$ cat config.mk
export PLATFORM = sky130hd
export DESIGN_NAME = communication_mode_sequencer
export DESIGN_NICKNAME = d
export VERILOG_FILES = /design/src/rtl/communication_mode_sequencer.sv
export SDC_FILE = /design/constraint.sdc
export NUM_CORES = 1
export LEC_CHECK = 0
export BUFFER_PORTS_ARGS = -buffer_cell sky130_fd_sc_hd__buf_2
export CORE_UTILIZATION = 52
export DETAILED_ROUTE_END_ITERATION = 12
export HOLD_SLACK_MARGIN = 0.1
export PLACE_DENSITY = 0.85
export SLEW_MARGIN = 20
export SYNTH_ARGS = -nofsm -noshare
export SYNTH_HDL_FRONTEND = slang
export SYNTH_SLANG_ARGS = --single-unit
$ cat constraint.sdc
create_clock -name SysClk_ClkIn -period 1.8 [get_ports SysClk_ClkIn]
set_input_delay 0.09 -clock SysClk_ClkIn [delete_from_list [all_inputs] [get_ports SysClk_ClkIn]]
set_output_delay 0.09 -clock SysClk_ClkIn [all_outputs]
set_load 0.02 [all_outputs]
$ cat src/rtl/communication_mode_sequencer.sv
// Sequences the shared UART/I2C pin pair through quiesce, drain, select flip and settle guard.
// Optional drain timeout is built when COMMSEL_DRAIN_TIMEOUT_EN is defined.
module communication_mode_sequencer #(
  parameter bit          ResetMode_Gen    = 1'b0,
  parameter int unsigned GuardCycles_Gen  = 100,
  parameter int unsigned DrainTimeout_Gen = 100000
) (
  input  logic SysClk_ClkIn,
  input  logic SysRst_RstIn,
  input  logic ModeReq_DatIn,
  input  logic UartBusy_DatIn,
  input  logic I2cBusy_DatIn,
  output logic Sel_DatOut,
  output logic UartEna_EnaOut,
  output logic I2cEna_EnaOut,
  output logic Switching_DatOut,
  output logic SwitchDone_ValOut,
  output logic Timeout_ValOut
);

  typedef enum logic [1:0] {
    IDLE_St  = 2'd0,
    DRAIN_St = 2'd1,
    GUARD_St = 2'd2
  } state_e;

  localparam logic [15:0] GuardLoad = 16'(GuardCycles_Gen - 1);

  state_e      state_q;
  logic        sel_q;
  logic        uart_ena_q;
  logic        i2c_ena_q;
  logic        switching_q;
  logic        done_q;
  logic [15:0] guard_q;
  logic        busy_out;
  logic        drain_expired;

  // The outgoing IP is always the one the mux currently selects.
  assign busy_out = sel_q ? I2cBusy_DatIn : UartBusy_DatIn;

`ifdef COMMSEL_DRAIN_TIMEOUT_EN
  localparam logic [23:0] DrainLast = 24'(DrainTimeout_Gen - 1);
  logic [23:0] drain_q;
  logic        timeout_q;

  assign drain_expired  = (drain_q == DrainLast);
  assign Timeout_ValOut = timeout_q;
`else
  logic unused_drain_cfg;

  assign unused_drain_cfg = (DrainTimeout_Gen == 0);
  assign drain_expired    = 1'b0;
  assign Timeout_ValOut   = 1'b0;
`endif

  always_ff @(posedge SysClk_ClkIn) begin
    if (SysRst_RstIn) begin
      state_q     <= IDLE_St;
      sel_q       <= ResetMode_Gen;
      uart_ena_q  <= ~ResetMode_Gen;
      i2c_ena_q   <= ResetMode_Gen;
      switching_q <= 1'b0;
      done_q      <= 1'b0;
      guard_q     <= 16'd0;
`ifdef COMMSEL_DRAIN_TIMEOUT_EN
      drain_q     <= 24'd0;
      timeout_q   <= 1'b0;
`endif
    end else begin
      done_q <= 1'b0;
`ifdef COMMSEL_DRAIN_TIMEOUT_EN
      timeout_q <= 1'b0;
`endif
      case (state_q)
        IDLE_St: begin
          if (ModeReq_DatIn != sel_q) begin
            state_q     <= DRAIN_St;
            uart_ena_q  <= 1'b0;
            i2c_ena_q   <= 1'b0;
            switching_q <= 1'b1;
`ifdef COMMSEL_DRAIN_TIMEOUT_EN
            drain_q     <= 24'd0;
`endif
          end
        end
        DRAIN_St: begin
          // Abort wins over completion when both hold in the same cycle.
          if (ModeReq_DatIn == sel_q) begin
            state_q     <= IDLE_St;
            uart_ena_q  <= ~sel_q;
            i2c_ena_q   <= sel_q;
            switching_q <= 1'b0;
          end else if (!busy_out || drain_expired) begin
            state_q <= GUARD_St;
            sel_q   <= ~sel_q;
            guard_q <= GuardLoad;
`ifdef COMMSEL_DRAIN_TIMEOUT_EN
            timeout_q <= busy_out;
`endif
          end else begin
`ifdef COMMSEL_DRAIN_TIMEOUT_EN
            drain_q <= drain_q + 24'd1;
`endif
          end
        end
        GUARD_St: begin
          if (guard_q == 16'd0) begin
            state_q     <= IDLE_St;
            uart_ena_q  <= ~sel_q;
            i2c_ena_q   <= sel_q;
            switching_q <= 1'b0;
            done_q      <= 1'b1;
          end else begin
            guard_q <= guard_q - 16'd1;
          end
        end
        default: state_q <= IDLE_St;
      endcase
    end
  end

  assign Sel_DatOut        = sel_q;
  assign UartEna_EnaOut    = uart_ena_q;
  assign I2cEna_EnaOut     = i2c_ena_q;
  assign Switching_DatOut  = switching_q;
  assign SwitchDone_ValOut = done_q;

endmodule

# [Word-level counts from Yosys, hierarchy flattened]
# Cells that the tools add are included.
[totals] regBits=23 out_inout_bits=6 wordCells=54
[op_classes] add_sub_neg=1 n_eq_ne=11 mux=22 bitwise=4 reduce_logical=9
[op_table] op="$mux W16" n=3
[op_table] op="$pmux W16 S2" n=1
[op_table] op="$logic_not A16 Y1" n=1
[op_table] op="$sub A16 B1 Y16 const B" n=1
[op_table] op="$ne A2 B2 Y1 const B" n=6
[op_table] op="$mux W1" n=10
[op_table] op="$pmux W1 S3" n=3
[op_table] op="$mux W2" n=4
[op_table] op="$reduce_and A4 Y1" n=2
[op_table] op="$pmux W2 S3" n=1
[op_table] op="$reduce_and A3 Y1" n=2
[op_table] op="$not A1 Y1" n=4
[op_table] op="$ne A3 B3 Y1 const B" n=1
[op_table] op="$reduce_bool A3 Y1" n=1
[op_table] op="$eq A2 B1 Y1 const B" n=1
[op_table] op="$eq A2 B2 Y1 const B" n=1
[op_table] op="$logic_not A2 Y1" n=1
[op_table] op="$reduce_bool A2 Y1" n=1
[op_table] op="$reduce_or A2 Y1" n=1
[op_table] op="$eq A1 B1 Y1" n=1
[op_table] op="$ne A1 B1 Y1" n=1

# [Depth between registers and ports, before layout]
[depth] depth_word=4 ltp_mapped=8 ltp_nobuf=7

# [Worst setup path before layout]
# Ideal clock, no wire load.
[synth_path] path_kind="register -> register" from="register sel_q (netlist: Sel_DatOut)" to="register guard_q[13]" t_arrival_ns=1.898 required_time_ns=1.729 setup_slack_ns=-0.169 path_stages_with_launch=7 period_less_slack_ns=1.969 cell_sequence="dfxtp_1 > buf_4 > or3b_1 > a31oi_4 > nand4_4 > or4_1 > a21oi_1"
[synth_between] elab_chain_cells=3 word_cells_on_any_way=5 classes_between="eq/ne (3); mux (1); reduce/logical (1)"
[synth_lines] item="start: declaration" line="30" text="logic sel_q;"
[synth_lines] item="start signal: assignment" line="60" text="sel_q <= ResetMode_Gen;"
[synth_lines] item="start signal: assignment" line="96" text="sel_q <= ~sel_q;"
[synth_lines] item="$eq A1 B1 Y1 or $mux W1 (tied branches)" line="89, 40"
[synth_lines] item="$ne A2 B2 Y1 (no line)"
[synth_lines] item="$reduce_and A4 Y1 (no line) (*)"
[synth_lines] item="end signal: assignment" line="97" text="guard_q <= GuardLoad;"
[synth_lines] item="end signal: assignment" line="115" text="guard_q <= guard_q - 16'd1;"
[synth_lines] item="end: declaration" line="35" text="logic [15:0] guard_q;"
# Mark *: on every way between the ends. The rest lies on a longest branch, timed or not.
# A chain may end at the register's enable or synchronous reset.

# [Worst setup path in the final report]
[layout_path] from="register guard_q[4]" to="register guard_q[15]"
[layout_between] elab_chain_cells=3 word_cells_on_any_way=6 classes_between="add/sub (1); eq/ne (1); mux (2); reduce/logical (2)"
[layout_lines] item="$sub A16 B1 Y16 or $logic_not A16 Y1 (tied branches)" line="115, 108"
[layout_lines] item="$mux W16 or $ne A2 B2 Y1 (tied branches)"
[layout_lines] item="$pmux W16 S2 or $reduce_and A4 Y1 (tied branches)"
# Several ways; a longest one is shown, not always the timed one. The select of a mux whose other input is x is not followed.

==> results.py <==
metrics = {
    "synth": {
        "ys_ff_latch": 23,
        "synthXorXnorAreaFrac_pct": 7.75,
        "yosys.area.top_type": "dfxtp_1",
        "synth_nets": 148,
        "syn-instance-count": 139,
        "netlist-cell-type-count": 39,
        "netlist_area_sq_um": 1240,
        "synth_top_family_by_area": "simple AND/OR/NAND/NOR gates",
        "muxShareOfSynthArea_pct": 3.22,
        "synthAdderAreaFrac_pct": 4.02,
        "yosys_warnings": 0,
        "ys_seq_area_share_pct": 37.0,
        "syn_area_per_cell_sq_um": 8.95,
        "synth-compound-area-share_pct": 13.1,
        "yosysTopAreaCellShare_pct": 37.0,
        "synthTopCellsByArea": "dfxtp_1, xor2_1, nor2_1, nand4_1, a21oi_1",
        "synthSimpleGateAreaFrac_pct": 30.3,
    },
    "pwr": {
        "clkPwrFrac_pct": 6.9,
        "ir_drop_uv": 1210,
        "pwr-share-seq_pct": 26.7,
        "switching_share_pct": 44.4,
        "switchingPower_uw": 1580,
        "pwr-share-comb_pct": 66.4,
        "power.internal_uw": 1980,
        "p_per_area_nw_per_um2": 2140,
        "leakagePower_uw": 0.000670,
    },
    "status": {
        "violations": "negative setup slack",
        "status": "complete, but fails checks",
    },
    "global_routing": {
        "grt_max_degree": 16,
        "grt_antenna_before_repair": 0,
        "grt_pass1_vias": 1166,
        "grt_pass1_wl_um": 4990,
        "grt_overflow": 0,
        "grt_use_total_pct": 26.1,
    },
    "critical_path": {
        "worst_setup_path_start_kind": "flop",
        "cp.arrival_ps": 2120,
        "crit_fanout": 5,
        "endpoint_kind": "flop",
        "critPathKind": "reg2reg",
        "crit_required_ps": 2070,
    },
    "final_layout": {
        "final_cell_mix": "buf_4, dfxtp_1, nor2_1",
        "final-instance-count-excl-fill": 206,
        "fillers": 169,
        "fin_nets": 188,
        "diodes": 0,
        "drive_above_1_share_pct": 35.4,
        "synthToLayoutAreaGrowth_pct": 33.8,
        "final_common_cell": "buf_4",
        "final_area_sq_um": 1660,
    },
    "routing": {
        "detail-route-antenna-nets": 0,
        "dr.first_iter.drc_count": 23,
        "vias": 1186,
        "vias_per_cell": 5.76,
        "dr_wl_met3_um": 91,
        "first_pass_iters": 4,
        "routed_wl_um": 3190,
        "wl_met1_um": 1320,
        "wl_per_cell_um": 15.5,
        "highest_layer": "met4",
        "wl_met2_um": 1700,
        "post-route-drc-count": 0,
    },
    "sta": {
        "slew_violations": 0,
        "period_minus_slack_ps": 1850,
        "rsz0062_at_grt": "true",
        "setup_viol": 4,
        "skew_ps": 10.8,
        "min_period_over_period_pct": 103,
        "max_freq_mhz": 539,
        "hold_viol_final": 0,
        "worst_slack_ps": -54.0,
    },
    "cts": {
        "cts_max_level": 1,
        "cts_tree": "yes",
        "clkSinkCount": 23,
        "clk_pin_slew_ps": 130,
        "cts_buffers": 3,
        "clock_latency_ps": 320,
        "clockRootBuffer": "clkbuf_4",
        "clock_path_buffers": 2,
    },
    "placement": {
        "dp_hpwl_um": 2130,
        "port_buffers": 9,
        "finalWeightedCongestion": 0.843,
        "dp.cells": 191,
        "dpl-instance-area_sq_um": 1460,
    },
    "die": {
        "initial_core_util_pct": 55.7,
        "die_y_um": 50.9,
        "die_area_sq_um": 2590,
        "die_x_um": 50.9,
        "core_sq_um": 2230,
        "rows": 17,
        "num_io_pins": 11,
    },
    "flow_run": {
        "maxCapViolations": 0,
    },
    "hold_path": {
        "hold_class": "in2reg",
    },
}
[synthesized netlist by cell type (all sizes together)]
| cell | instances |
|---|---|
| nor4 | 4 |
| o31ai | 3 |
| mux2i | 4 |
| a311oi | 1 |
| ha | 4 |
| buf | 3 |
| and3 | 3 |
| a211o | 1 |
| nor3b | 2 |
| nand3b | 1 |
| dfxtp | 23 |
| or4 | 3 |
| a31oi | 2 |
| a21oi | 10 |
| xor2 | 11 |
| nor2 | 16 |
| nand2b | 4 |
| nand2 | 3 |
| or3 | 2 |
| inv | 7 |
| and2 | 1 |
| a211oi | 4 |
| nand3 | 4 |
| conb | 1 |
| clkbuf | 2 |
| or2 | 1 |
| nor3 | 3 |
| or3b | 2 |
| o21ai | 3 |
| nand4 | 10 |
| nor4bb | 1 |
[worst paths after layout]
check        cells after the start  slack, ps          start            end
min                              4        240  ModeReq_DatIn     state_q[1]
max reg2reg                      5        -50     guard_q[4]    guard_q[15]
min reg2reg                      2        490  I2cEna_EnaOut  I2cEna_EnaOut
max                              5        -50     guard_q[4]    guard_q[15]
[cells by family after synthesis]
logic type / Yosys count
and+or+nand+nor: 60
xor gates and xnor gates: 11
AOI/OAI and AO/OA: 24
other: 1
muxes: 4
DFF: 23
adders and majority gates: 4
buffers and inverters: 12
[through the flow]
step	utilization [%]	hold slack [ps]	power [uW]	worst slack [ps]	TNS [ps]
4_1_cts	70.5	192	3300	-56.8	-113
6_report	74.5	241	3570	-54.0	-149
3_5_place_dp	65.3	374	2930	-102	-309
3_3_place_gp	65.3	362	2800	35.7	0
5_1_grt	74.5	246	3810	-120	-1050
2_1_floorplan	-	219	2220	-34.4	-67.9
[power by group through the flow]
stage | logic (uW) | registers (uW) | clock network (uW)
floorplan | 1270 | 949 | 0
finish | 2370 | 954 | 246
CTS | 2120 | 926 | 252
global route | 2550 | 979 | 280
detailed placement | 2000 | 921 | 0
global placement | 1900 | 901 | 0
[timing repair]
action,CTS,global route
gates resized for setup,10,10
hold endpoints to repair,2,0
hold buffers,4,0
buffers inserted,2,5
setup endpoints to repair,8,15
pin swaps,1,8
[layout make-up]
class,count,area (sq um),area share [%]
Sequential cell,23,465,28.0
Clock buffer,3,22.5,1.35
Clock inverter,1,5.00,0.301
Inverter,7,26.3,1.58
Tap cell,28,35.0,2.11
Multi-Input combinational cell,104,822,49.4
Timing Repair Buffer,40,288,17.3
[critical path: stages, from the launching register on]
cell,delay (ps)
dfxtp_2,340
or4_4,550
nor3_4,190
nand4_4,140
or4_1,430
a21oi_1,160
[state kept, by name, summed over array words and instances, names as in the netlist]
register and cells:
state_q 2, UartEna_EnaOut 1, guard_q 16, I2cEna_EnaOut 1, SwitchDone_ValOut 1, Switching_DatOut 1, Sel_DatOut 1
[layer usage]
layer,vias up,track usage [%]
met2,27,47.4
li1,578,-
met3,7,3.57
met1,574,28.6
met4,0,14.8
met5,-,0
Note: power is estimated with default switching activity, not from simulation.
